`config.mk`:
```
export PLATFORM = sky130hd
export DESIGN_NAME = hello_scroller
export DESIGN_NICKNAME = d
export VERILOG_FILES = /design/src/rtl/hello_pkg.sv /design/src/rtl/hex_char_decoder.sv /design/src/rtl/hello_scroller.sv
export SDC_FILE = /design/constraint.sdc
export NUM_CORES = 1
export LEC_CHECK = 0
export BUFFER_PORTS_ARGS = -buffer_cell sky130_fd_sc_hd__buf_2
export CELL_PAD_IN_SITES_DETAIL_PLACEMENT = 0
export CELL_PAD_IN_SITES_GLOBAL_PLACEMENT = 2
export CORE_UTILIZATION = 35
export CTS_CLUSTER_SIZE = 14
export DETAILED_ROUTE_END_ITERATION = 12
export HOLD_SLACK_MARGIN = 0.1
export MAX_ROUTING_LAYER = met4
export PLACE_DENSITY = 0.91
export SLEW_MARGIN = 15
export SYNTH_ARGS = -nofsm -noshare
export SYNTH_HDL_FRONTEND = slang
export SYNTH_SLANG_ARGS = --single-unit
```
`constraint.sdc`:
```
create_clock -name CLOCK_50 -period 4.2 [get_ports CLOCK_50]
set_input_delay 0.63 -clock CLOCK_50 [delete_from_list [all_inputs] [get_ports CLOCK_50]]
set_output_delay 0.63 -clock CLOCK_50 [all_outputs]
set_load 0.01 [all_outputs]
```
`src/rtl/hello_pkg.sv`:
```
// Shared character codes, segment patterns and the fixed scroll message.
package hello_pkg;

   typedef logic [2:0] char_t;

   localparam char_t CH_H     = 3'b000;
   localparam char_t CH_E     = 3'b001;
   localparam char_t CH_L     = 3'b010;
   localparam char_t CH_O     = 3'b011;
   localparam char_t CH_BLANK = 3'b100;

   // Active-low {g,f,e,d,c,b,a}
   localparam logic [6:0] SEG_H     = 7'b000_1001;
   localparam logic [6:0] SEG_E     = 7'b000_0110;
   localparam logic [6:0] SEG_L     = 7'b100_0111;
   localparam logic [6:0] SEG_O     = 7'b100_0000;
   localparam logic [6:0] SEG_BLANK = 7'b111_1111;

   localparam char_t MSG [0:7] = '{CH_H, CH_E, CH_L, CH_L, CH_O, CH_BLANK, CH_BLANK, CH_BLANK};

endpackage

```
`src/rtl/hex_char_decoder.sv`:
```
// Combinational 3-bit character code to active-low 7-segment pattern.
module hex_char_decoder
   import hello_pkg::*;
(
   input  logic [2:0] code_i,
   output logic [6:0] seg_o
);

   always_comb begin
      seg_o = SEG_BLANK;
      if (!code_i[2]) begin
         unique case (code_i[1:0])
            2'b00:   seg_o = SEG_H;
            2'b01:   seg_o = SEG_E;
            2'b10:   seg_o = SEG_L;
            default: seg_o = SEG_O;
         endcase
      end
   end

endmodule

```
`src/rtl/hello_scroller.sv`:
```
// Scrolls "HELLO" across HEX7..HEX0; SW[0] runs/pauses, SW[1] picks direction.
module hello_scroller
   import hello_pkg::*;
#(
   parameter int unsigned TICK_COUNT = 25_000_000
) (
   input  logic       CLOCK_50,
   input  logic       reset,
   input  logic [1:0] SW,
   output logic [6:0] HEX7,
   output logic [6:0] HEX6,
   output logic [6:0] HEX5,
   output logic [6:0] HEX4,
   output logic [6:0] HEX3,
   output logic [6:0] HEX2,
   output logic [6:0] HEX1,
   output logic [6:0] HEX0
);

   localparam int unsigned CNT_W = $clog2(TICK_COUNT);

   logic [CNT_W-1:0] cnt_q;
   logic [2:0]       ptr_q;
   logic             tick;
   logic [6:0]       seg   [8];
   logic [6:0]       hex_q [8];

   assign tick = SW[0] && (cnt_q == CNT_W'(TICK_COUNT - 1));

   // seg[k] is the pattern for HEX(7-k), i.e. msg[(ptr+k) mod 8]
   for (genvar k = 0; k < 8; k++) begin : g_dig
      logic [2:0] idx;
      assign idx = ptr_q + 3'(k);
      hex_char_decoder u_dec (
         .code_i (MSG[idx]),
         .seg_o  (seg[k])
      );
   end

   always_ff @(posedge CLOCK_50) begin
      if (reset) begin
         cnt_q <= '0;
         ptr_q <= '0;
         hex_q <= '{default: SEG_BLANK};
      end else begin
         // Pausing freezes the count rather than clearing it.
         if (SW[0]) begin
            cnt_q <= tick ? '0 : cnt_q + CNT_W'(1);
         end
         if (tick) begin
            ptr_q <= SW[1] ? ptr_q - 3'd1 : ptr_q + 3'd1;
         end
         hex_q <= seg;
      end
   end

   assign HEX7 = hex_q[0];
   assign HEX6 = hex_q[1];
   assign HEX5 = hex_q[2];
   assign HEX4 = hex_q[3];
   assign HEX3 = hex_q[4];
   assign HEX2 = hex_q[5];
   assign HEX1 = hex_q[6];
   assign HEX0 = hex_q[7];

endmodule

```
**Yosys cells after proc, flatten, opt, wreduce, memory -nomap -nowiden**

Memories as Yosys holds them, arrays and structs flattened.
Cells that the tools add are included.

- ROM bits: 192
- Input port bits: 4
- Memories kept: 8
- Output and inout bits: 56
- Bits in registers: 84

Memories:

| memory | words | width | rd ports | clocked after Yosys merged registers in | write ports | RTL line | text |
|---|---|---|---|---|---|---|---|
| (no name shown) | 8 | 3 | 1 | 0 | 0 | hello_scroller.sv:35 | `.code_i (MSG[idx]),` |
| (no name shown) | 8 | 3 | 1 | 0 | 0 | hello_scroller.sv:35 |  |
| (no name shown) | 8 | 3 | 1 | 0 | 0 | hello_scroller.sv:35 |  |
| (no name shown) | 8 | 3 | 1 | 0 | 0 | hello_scroller.sv:35 |  |
| (no name shown) | 8 | 3 | 1 | 0 | 0 | hello_scroller.sv:35 |  |
| (no name shown) | 8 | 3 | 1 | 0 | 0 | hello_scroller.sv:35 |  |
| 2 more memories | - | - | - | - | - | - |  |

- $lt $le $gt $ge: 8
- Add/sub/neg operators: 9
- Muxes and demuxes: 26
- Reductions and logical operators: 17
- Equality and inequality tests: 17
- Bitwise operators: 8

Operators by type and width:

| cell | count |
|---|---|
| $pmux 7 s3 | 8 |
| $mux 3 | 17 |
| $ge 4x4->1 const B | 8 |
| $not 3->4 | 8 |
| $add 25x1->25 const B | 1 |
| $eq 25x25->1 const B | 1 |
| $mux 25 | 1 |
| $eq 2x1->1 const B | 8 |
| $eq 2x2->1 const B | 8 |
| $logic_not 2->1 | 8 |
| $reduce_or 2->1 | 8 |
| $add 3x3->3 const B | 4 |
| $add 3x2->3 const B | 2 |
| $add 3x1->3 const B | 1 |
| $sub 3x1->3 const B | 1 |
| $logic_and 1x1->1 | 1 |

**Logic depth before layout (Yosys ltp)**

Gate-level depths: netlist (run 1).

- Word-level depth: 7
- Mapped depth: 8
- Gate-level depth less buffers: 8

**Cells and area by module**

A second synthesis (run 1) with hierarchy kept.

- Cell total of the unflattened synthesis: 424
- Area total of the unflattened synthesis: 3901.2 um^2

By module, submodules not included:

| module | instances | area each (um^2) | seq. area each (um^2) | cells each |
|---|---|---|---|---|
| hello_scroller | 1 | 3160.5 | 1681.6 | 328 |
| hex_char_decoder | 8 | 92.6 | 0.0 | 12 |

**Worst setup path before layout (run 1)**

OpenSTA, ideal clock, no wires.

- Kind: reg-to-reg
- Start point: register ptr_q[1]
- End point: register hex_q, in the netlist HEX4[2]
- Required time: 4077 ps
- Setup slack: 2133 ps
- Cell stages (with the launch flop): 9
- Library setup time: 123 ps
- Data arrival time: 1944 ps
- Cells stage by stage: dfxtp_1 inv_1 ha_1 inv_1 ha_1 nor2b_1 a21oi_1 ha_1 or2_2

- Word-level cells in the longest chain between the ends: 7
- Elaborated cells on any way between the ends: 10
- Classes of those cells: add/sub: 1; eq/ne: 2; mux: 3; bitwise: 1; reduce/logical: 2; memory: 1

RTL lines:

| item | RTL line | text |
|---|---|---|
| start: declaration | hello_scroller.sv:23 | `logic [2:0] ptr_q;` |
| start signal: assignment | hello_scroller.sv:51 | `ptr_q <= SW[1] ? ptr_q - 3'd1 : ptr_q + 3'd1;` |
| $add 3x2->3 * | hello_scroller.sv:33 | `assign idx = ptr_q + 3'(k);` |
| $not 3->4 (implied by the code) * | hello_scroller.sv:35 |  |
| $mem_v2 8x3 * | - |  |
| $mux 3 (implied by the code) * (2 in series) | hello_scroller.sv:35 |  |
| $eq 2x2->1, or another cell as far along | hex_char_decoder.sv:12 | `unique case (code_i[1:0])` |
| $pmux 7 s3 | hex_char_decoder.sv:12 |  |
| end signal: assignment | hello_scroller.sv:53 | `hex_q <= seg;` |
| end: declaration | hello_scroller.sv:26 | `logic [6:0] hex_q [8];` |

Every way passes the cells marked *; elsewhere a longest branch is shown, timed or not. The select of a mux whose other input is x is not followed.
A chain may end at the register's enable or synchronous reset.

**Final worst setup path (run 1)**

Same ends and word-level chain as after synthesis.

==> results of run 1 <==
## registers in the layout (all words and copies together) (netlist names)
signal  flops
HEX3        5
HEX1        5
cnt_q      25
ptr_q       3
HEX6        5
HEX4        5
HEX5        5
HEX7        5
HEX2        5
HEX0        5
## power by group through the flow
stage,sequential [mW],combinational (mW),clock [mW]
after floorplan,0.677,0.0229,0
after global placement,0.672,0.0386,0
after detailed placement,0.673,0.0387,0
after CTS,0.657,0.0389,0.536
after global routing,0.658,0.0428,0.564
final,0.657,0.0380,0.521
## path summary, 6_finish.rpt
| check | endpoint | slack [ns] | startpoint | cells after the start |
|---|---|---|---|---|
| setup / recovery | HEX4[2] | 1.89 | ptr_q[1] | 8 |
| hold / removal | cnt_q[24] | 0.48 | cnt_q[24] | 2 |
| setup reg to reg | HEX4[2] | 1.89 | ptr_q[1] | 8 |
| hold reg to reg | cnt_q[24] | 0.48 | cnt_q[24] | 2 |
## layout make-up
type / count / area (um2)
Clock inverter: 6 / 66.3
Inverter: 17 / 63.8
Clock buffer: 9 / 124
Tap cell: 105 / 131
Sequential cell: 68 / 1360
Timing Repair Buffer: 59 / 295
Multi-Input combinational cell: 207 / 1380
Fill cell: 831 / 4800
## Yosys cell counts (all sizes together), types with 11 or more instances
cell type	number
nand2	17
or3	19
dfxtp	68
nor2	23
inv	17
a21oi	30
ha	22
buf	18
clkbuf	11
nand2b	13
## logic make-up (layout without fill, tap and decap cells)
kind of cell / Yosys count / after routing / share of synthesized area
adders and majority gates: 23 / 23 / 0.0961
muxes: 3 / 3 / 0.0101
xor gates and xnor gates: 12 / 12 / 0.0354
buffers and inverters: 46 / 91 / 0.0793
DFF: 68 / 68 / 0.459
and+or+nand+nor: 119 / 119 / 0.226
AOI/OAI and AO/OA: 50 / 50 / 0.0949
## stage by stage
| stage | instances | power (mW) | hold slack, ns | util |
|---|---|---|---|---|
| 6_report | 471 | 1.22 | 0.482 | 0.416 |
| 3_3_place_gp | 456 | 0.711 | 0.459 | 0.393 |
| 5_1_grt | 471 | 1.27 | 0.506 | 0.416 |
| 4_1_cts | 471 | 1.23 | 0.485 | 0.416 |
| 2_1_floorplan | 321 | 0.700 | 0.447 | - |
| 3_5_place_dp | 456 | 0.711 | 0.475 | 0.393 |
## critical path, cell delays in order (launching register included)
cell and delay [ns]:
dfxtp_1 0.54, inv_1 0.18, ha_1 0.25, inv_1 0.12, ha_1 0.28, nor2b_1 0.16
a21oi_1 0.08, ha_1 0.30, or2_2 0.29
## per-layer routing
| layer | vias up | share of wire |
|---|---|---|
| met4 | 0 | 0.022 |
| met1 | 1022 | 0.50 |
| met3 | 10 | 0.046 |
| li1 | 1175 | - |
| met2 | 55 | 0.44 |
| met5 | - | 0 |
==> impl_metrics.toml, run 1 <==
[floorplan]
dieArea_um2 = 8850
die_w_um = 94.1
pin_count = 60
std_cell_rows = 33
fp.coreArea_um2 = 8220
initial_core_util = 0.361
die_h_um = 94.1

[cts]
cts_buffer_depth = 2
holdBufCountCts = 0
cts_root_buf = "clkbuf_8"
cts_buffers = 9
cts_resized = 0
cts_tree = "yes"
clkLatencyLatePin_ns = 0.34
clk_pin_slew_ns = 0.07
htree_levels = 3
cts.sinks = 68
postCtsSetupBuffers = 0

[grt]
grt_most_used_layer = "met2"
grt_use_met1 = 0.176
grt_pass1_wl_um = 9230
grt-ovfl-total = 0
grtUsageMet3 = 0.0348
antenna_found_initial = 0
grt_max_degree = 31
grtUsageTotal = 0.140
gr-usage-met2 = 0.207
grt_pass1_vias = 1972

[timing]
clock.fmax_mhz = 432
setup_viol = 0
worst_pin_slew_ns = 0.898
drv_slew = 0
clock-skew-final_ns = 0.00554
min_period_ns = 2.31
postLayoutSetupSlackWorst_ns = 1.89
fin_crit_sh = 0.551
slew_headroom = 0.401
finalHoldViolCount = 0
rsz0062_at_grt = "no"
setup_tns_ns = 0

[logic_synthesis]
synth-seq-area-share = 0.459
synth_top_area_frac = 0.459
synthFlopType = "dfxtp_1"
synth_edf_count = 0
yosysWarnings = 0
syn_area_um2 = 2970
synth_area_leaders = "dfxtp_1, ha_1, a21oi_1"
synthArstFlopShare = 0
ys_types = 33
synthCells = 321
syn_area_per_cell_um2 = 9.25
ys_ff_latch = 68
yosysTopAreaCell = "dfxtp_1"
synth_nets = 347

[routing]
viasPerCell = 4.80
drcViolationCount = 0
ant_nets = 0
first_pass_iters = 4
totalWireLength_um = 5590
num_vias = 2262
drtIter0Drc = 53
routedWlPerCell_um = 11.9

[placed_design]
io_buffers = 59
gp_congestion = 0.752
dpl-instance-area_um2 = 3230
dp_hpwl_um = 4060
place_ws_ns = 1.62

[power_and_ir_drop]
switchingPower_uw = 277
vdd_ir_drop_max_mv = 0.194
p_int_uw = 939
p_seq_frac = 0.541
clockPowerShare = 0.428
p_comb_frac = 0.031
switching_share = 0.228
p_leak_nw = 1.31
p_per_area_nw_per_um2 = 356

[hold_path]
min_path_type = "flop to flop"

[setup_path]
required_ns = 4.43
end_kind = "flop"
cp_max_fo = 10
start_kind = "flop"
cp.arrival_ns = 2.54
crit_type = "flop to flop"

[final_layout]
layout.cell_area.non_filler_um2 = 3420
final_net_count = 388
layout_commonest_cell = "dfxtp_1"
antennaDiodeCount = 0
final_cell_mix = "dfxtp_1, buf_2, a21oi_1"
syn_to_final_growth_pct = 15.1
drive_above_1_share = 0.213

[job]
cap_violations = 0

[status]
outcome = "finished, final reports clean"
Power figures use the tool's default switching activity.
==> inputs of run 2 (changes only) <==
- CORE_UTILIZATION: 35 -> 33
- PLACE_DENSITY: 0.91 -> 0.87
- clock period: 4.2 -> 2.2 ns (I/O delays scaled with it)
==> run 2 against run 1 <==
Critical endpoint is now HEX0[2]; global-route usage is 0.83 points lower; flip-flop and latch count stayed put; critical path depth stayed put; via count is 3.1% higher; clock skew is 0.0027 ns higher; largest power group unchanged; highest routed layer unchanged; routed wire length is 1.6% higher; final cell count is 3.0% higher; die area is 5.9% higher.
==> impl_metrics.toml, run 2 (synthesis results as in run 1) <==
[setup_path]
ff2ff_path_depth = 8
cp_top_family = "adder cells"
critPathMaxStageDelay_ns = 0.37
cp.arrival_ns = 2.28
rrSetupSlack_ns = 0.15
cp.buffers_inverters = 3
crit_chain = "inv_1, ha_1, inv_1, buf_4, ha_1, mux2i_1, ha_1, nand2b_1"
cp_max_fo = 5
crit_type = "flop to flop"
path_common_cell = "ha_1"
critPathLaunch = "ptr_q[1]"
timing.rr.end = "HEX0[2]"
worstSetupEndpoint = "HEX0[2]"
start_kind = "flop"
path_depth = 8
required_ns = 2.42
r2r_start = "ptr_q[1]"
end_kind = "flop"
crit_path_top_delay_cell = "ha_1"

[grt]
grt_pass1_wl_um = 9850
grtUsageTotal = 0.132
antenna_found_initial = 0
grt-ovfl-total = 0
grt_pass1_vias = 2111
grt_max_degree = 31

[timing]
worst_pin_slew_ns = 0.461
drv_slew = 0
finalHoldViolCount = 0
slew_headroom = 0.693
postLayoutSetupSlackWorst_ns = 0.149
rsz0062_at_grt = "no"
setup_tns_ns = 0
setup_viol = 0
min_period_ns = 2.05
clock-skew-final_ns = 0.00820
clock.fmax_mhz = 488
fin_crit_sh = 0.932
hold_slack_ns = 0.304

[final_layout]
regMostFlops = "cnt_q"
syn_to_final_growth_pct = 18.1
drive_above_1_share = 0.236
multi_input_area_um2 = 1370
stdcell_count = 485
layout_commonest_cell = "dfxtp_1"
final_cell_mix = "dfxtp_1, buf_2, a21oi_1"
seq_area_um2 = 1360
antennaDiodeCount = 0
largest_register_ff_count = 25
final_net_count = 398
fill_cells = 889

[status]
outcome = "finished, final reports clean"

[cts]
cts_buffers = 9
clk_pin_slew_ns = 0.07
cts_root_buf = "clkbuf_8"
holdBufCountCts = 0
cts_tree = "yes"
cts_buffer_depth = 2
htree_levels = 3
cts.sinks = 68
clkLatencyLatePin_ns = 0.34

[routing]
drcViolationCount = 0
drtIter0Drc = 46
totalWireLength_um = 5680
num_vias = 2332
ant_nets = 0
routedWlPerCell_um = 11.7
first_pass_iters = 4
viasPerCell = 4.81

[floorplan]
pin_count = 60
dieArea_um2 = 9380
initial_core_util = 0.340
die_h_um = 96.8
fp.coreArea_um2 = 8720
std_cell_rows = 34
die_w_um = 96.8

[placed_design]
dp_hpwl_um = 4110
placed_cells = 469
io_buffers = 59
place_ws_ns = 0.122
gp_congestion = 0.754

[power_and_ir_drop]
p_per_area_nw_per_um2 = 674
total_power_mw = 2.36
p_leak_nw = 1.37
vdd_ir_drop_max_mv = 0.242

[job]
cap_violations = 0

[hold_path]
min_path_type = "input pin to flop"
whs_path_depth = 3
[run 2: cell count changes in the layout (fill, tap and decap cells not counted), sizes merged]
cell | before | now
buf | 59 | 69
clkbuf | 9 | 10
clkinv | 2 | 3
clkinvlp | 3 | 2
[run 2: worst min-delay path by stage]
stage,from,endpoint,slack (ns)
2_1_floorplan,cnt_q[24],cnt_q[24],0.45
3_3_place_gp,cnt_q[24],cnt_q[24],0.46
3_5_place_dp,cnt_q[24],cnt_q[24],0.47
4_1_cts,SW[0],cnt_q[1],0.29
5_1_grt,SW[0],cnt_q[1],0.33
6_report,SW[0],cnt_q[1],0.30
[run 2: worst min-delay path: stages]
cell	delay, ns
buf_2	0.12
nand2b_1	0.10
a21oi_1	0.05
[run 2: final cells by class]
cell class                 instances  area share
inverter                          17      0.0182
clock buffer                      10      0.0393
sequential                        68       0.389
clock inverter                     6      0.0182
timing repair buffer              69       0.106
tap                              108      0.0386
multi-input combinational        207       0.391
[run 2: what timing repair did]
item                       4_1_cts  5_1_grt
buffers inserted                 0        0
resized for setup                0        1
setup endpoints to repair        0        3
[run 2: stage by stage]
| step | area, um2 | util |
|---|---|---|
| after global routing | 3500 | 0.402 |
| after global placement | 3300 | 0.379 |
| after floorplan | 2970 | - |
| final | 3500 | 0.402 |
| after detailed placement | 3300 | 0.379 |
| after CTS | 3500 | 0.402 |
[run 2: where the power goes]
part           internal [mW]  switching (mW)
combinational         0.0298          0.0446
clock                  0.552           0.481
sequential              1.25         0.00676
total                   1.83           0.532
[run 2: routing by layer]
metal  up-vias  wire length (um)  global-route usage
li1       1195                 -                   -
met1      1080              2760               0.164
met2        47              2600               0.199
met3        10               219              0.0318
met4         0                92              0.0654
met5         -                 0                   -
==> inputs of run 3 (changes only) <==
==> constraint.sdc (replaced) <==
create_clock -name CLOCK_50 -period 2.2 [get_ports CLOCK_50]
set_input_delay 0.11 -clock CLOCK_50 [delete_from_list [all_inputs] [get_ports CLOCK_50]]
set_output_delay 0.11 -clock CLOCK_50 [all_outputs]
set_load 0.01 [all_outputs]
==> run 3 against run 2 <==
Flip-flop and latch count did not move; sequential share of layout area is 0.11 points lower; routed wire length increased by 0.19%; combinational power is 2% higher; critical path depth unchanged; clock skew hardly changed; total power is 0.23% higher; critical path type unchanged.
==> impl_metrics.toml, run 3 (synthesis results as in run 1) <==
[grt]
antenna_found_initial = 0
grt_max_degree = 31
grt-ovfl-total = 0
grtUsageTotal = 0.132
grt_pass1_vias = 2114
grt_pass1_wl_um = 9850

[placed_design]
placed_cells = 469
gp_congestion = 0.754
place_ws_ns = 0.122
dp_hpwl_um = 4110
io_buffers = 59

[routing]
viasPerCell = 4.80
ant_nets = 0
drcViolationCount = 0
routedWlPerCell_um = 11.7
first_pass_iters = 4
drtIter0Drc = 42
num_vias = 2333
totalWireLength_um = 5690

[setup_path]
end_kind = "flop"
cp.arrival_ns = 2.28
cp_max_fo = 5
start_kind = "flop"
timing.rr.end = "HEX0[2]"
ff2ff_path_depth = 8
required_ns = 2.43
r2r_start = "ptr_q[1]"
crit_type = "flop to flop"
rrSetupSlack_ns = 0.15

[power_and_ir_drop]
p_leak_nw = 1.38
total_power_mw = 2.37
p_per_area_nw_per_um2 = 674
vdd_ir_drop_max_mv = 0.249

[floorplan]
initial_core_util = 0.340
die_w_um = 96.8
pin_count = 60
fp.coreArea_um2 = 8720
die_h_um = 96.8
std_cell_rows = 34
dieArea_um2 = 9380

[cts]
cts_tree = "yes"
clk_pin_slew_ns = 0.07
htree_levels = 3
cts.sinks = 68
cts_buffers = 9
cts_root_buf = "clkbuf_8"
postCtsSetupBuffers = 0
cts_buffer_depth = 2
clkLatencyLatePin_ns = 0.34

[timing]
setup_tns_ns = 0
slew_headroom = 0.695
setup_viol = 0
finalHoldViolCount = 0
worst_pin_slew_ns = 0.457
rsz0062_at_grt = "no"
min_period_ns = 2.05
drv_slew = 0
fin_crit_sh = 0.932
clock.fmax_mhz = 488
clock-skew-final_ns = 0.00835
postLayoutSetupSlackWorst_ns = 0.150
hold_slack_ns = 0.200

[status]
outcome = "finished, final reports clean"

[final_layout]
antennaDiodeCount = 0
regMostFlops = "cnt_q"
drive_above_1_share = 0.235
final_net_count = 399
final_cell_mix = "dfxtp_1, buf_2, a21oi_1"
layout_commonest_cell = "dfxtp_1"
stdcell_count = 486
syn_to_final_growth_pct = 18.4
largest_register_ff_count = 25

[hold_path]
min_path_type = "input pin to flop"
whs_path_depth = 4
hold_end = "ptr_q[1]"
hold_start = "SW[1]"

[job]
cap_violations = 0
==> run 3: changes by cell type in the layout (fill, tap and decap cells not counted) <==
cell / change
dlygate4sd3_1: +1
==> run 3: repair_timing <==
| action | 4_1_cts | 5_1_grt |
|---|---|---|
| gates resized for setup | 0 | 1 |
| endpoints found under the setup margin | 0 | 3 |
| hold endpoints to repair | 2 | 0 |
| hold buffers | 1 | 0 |
==> run 3: worst max-delay path: stages, from the launching register on <==
cell      delay [ns]
dfxtp_1         0.34
inv_1           0.14
ha_1            0.21
inv_1           0.07
buf_4           0.14
ha_1            0.37
mux2i_1         0.27
ha_1            0.26
nand2b_1        0.13
==> run 3: worst max-delay path by stage <==
stage,cells after the start,from,slack [ns],end
CTS,8,ptr_q[0],0.11,HEX4[2]
global placement,7,ptr_q[0],0.19,HEX6[2]
floorplan,8,ptr_q[1],0.13,HEX4[2]
global route,8,ptr_q[1],0.01,HEX0[2]
detailed placement,8,ptr_q[0],0.12,HEX4[2]
finish,8,ptr_q[1],0.15,HEX0[2]
==> run 3: where the power goes <==
part	leakage, nW	internal [mW]	switching [mW]
sequential	0.555	1.25	0.00676
combinational	0.722	0.0309	0.0448
clock	0.0983	0.552	0.485
total	1.38	1.83	0.537
==> run 3: metrics by stage <==
| step | util | cell area [um2] |
|---|---|---|
| 4_1_cts | 0.403 | 3510 |
| 3_5_place_dp | 0.379 | 3300 |
| 2_1_floorplan | - | 2970 |
| 6_report | 0.403 | 3510 |
| 3_3_place_gp | 0.379 | 3300 |
| 5_1_grt | 0.403 | 3510 |
==> run 3: area by class of cell <==
class	instances	area (um2)
Multi-Input combinational cell	207	1370
Clock buffer	10	138
Timing Repair Buffer	70	380
Tap cell	108	135
Clock inverter	6	63.8
Fill cell	889	5210
Sequential cell	68	1360
Inverter	17	63.8
==> run 3: per-layer routing <==
layer | vias up | routed length, um | GRT usage
li1 | 1197 | - | -
met1 | 1077 | 2790 | 0.165
met2 | 47 | 2600 | 0.199
met3 | 12 | 197 | 0.0303
met4 | 0 | 103 | 0.0654
met5 | - | 0 | -
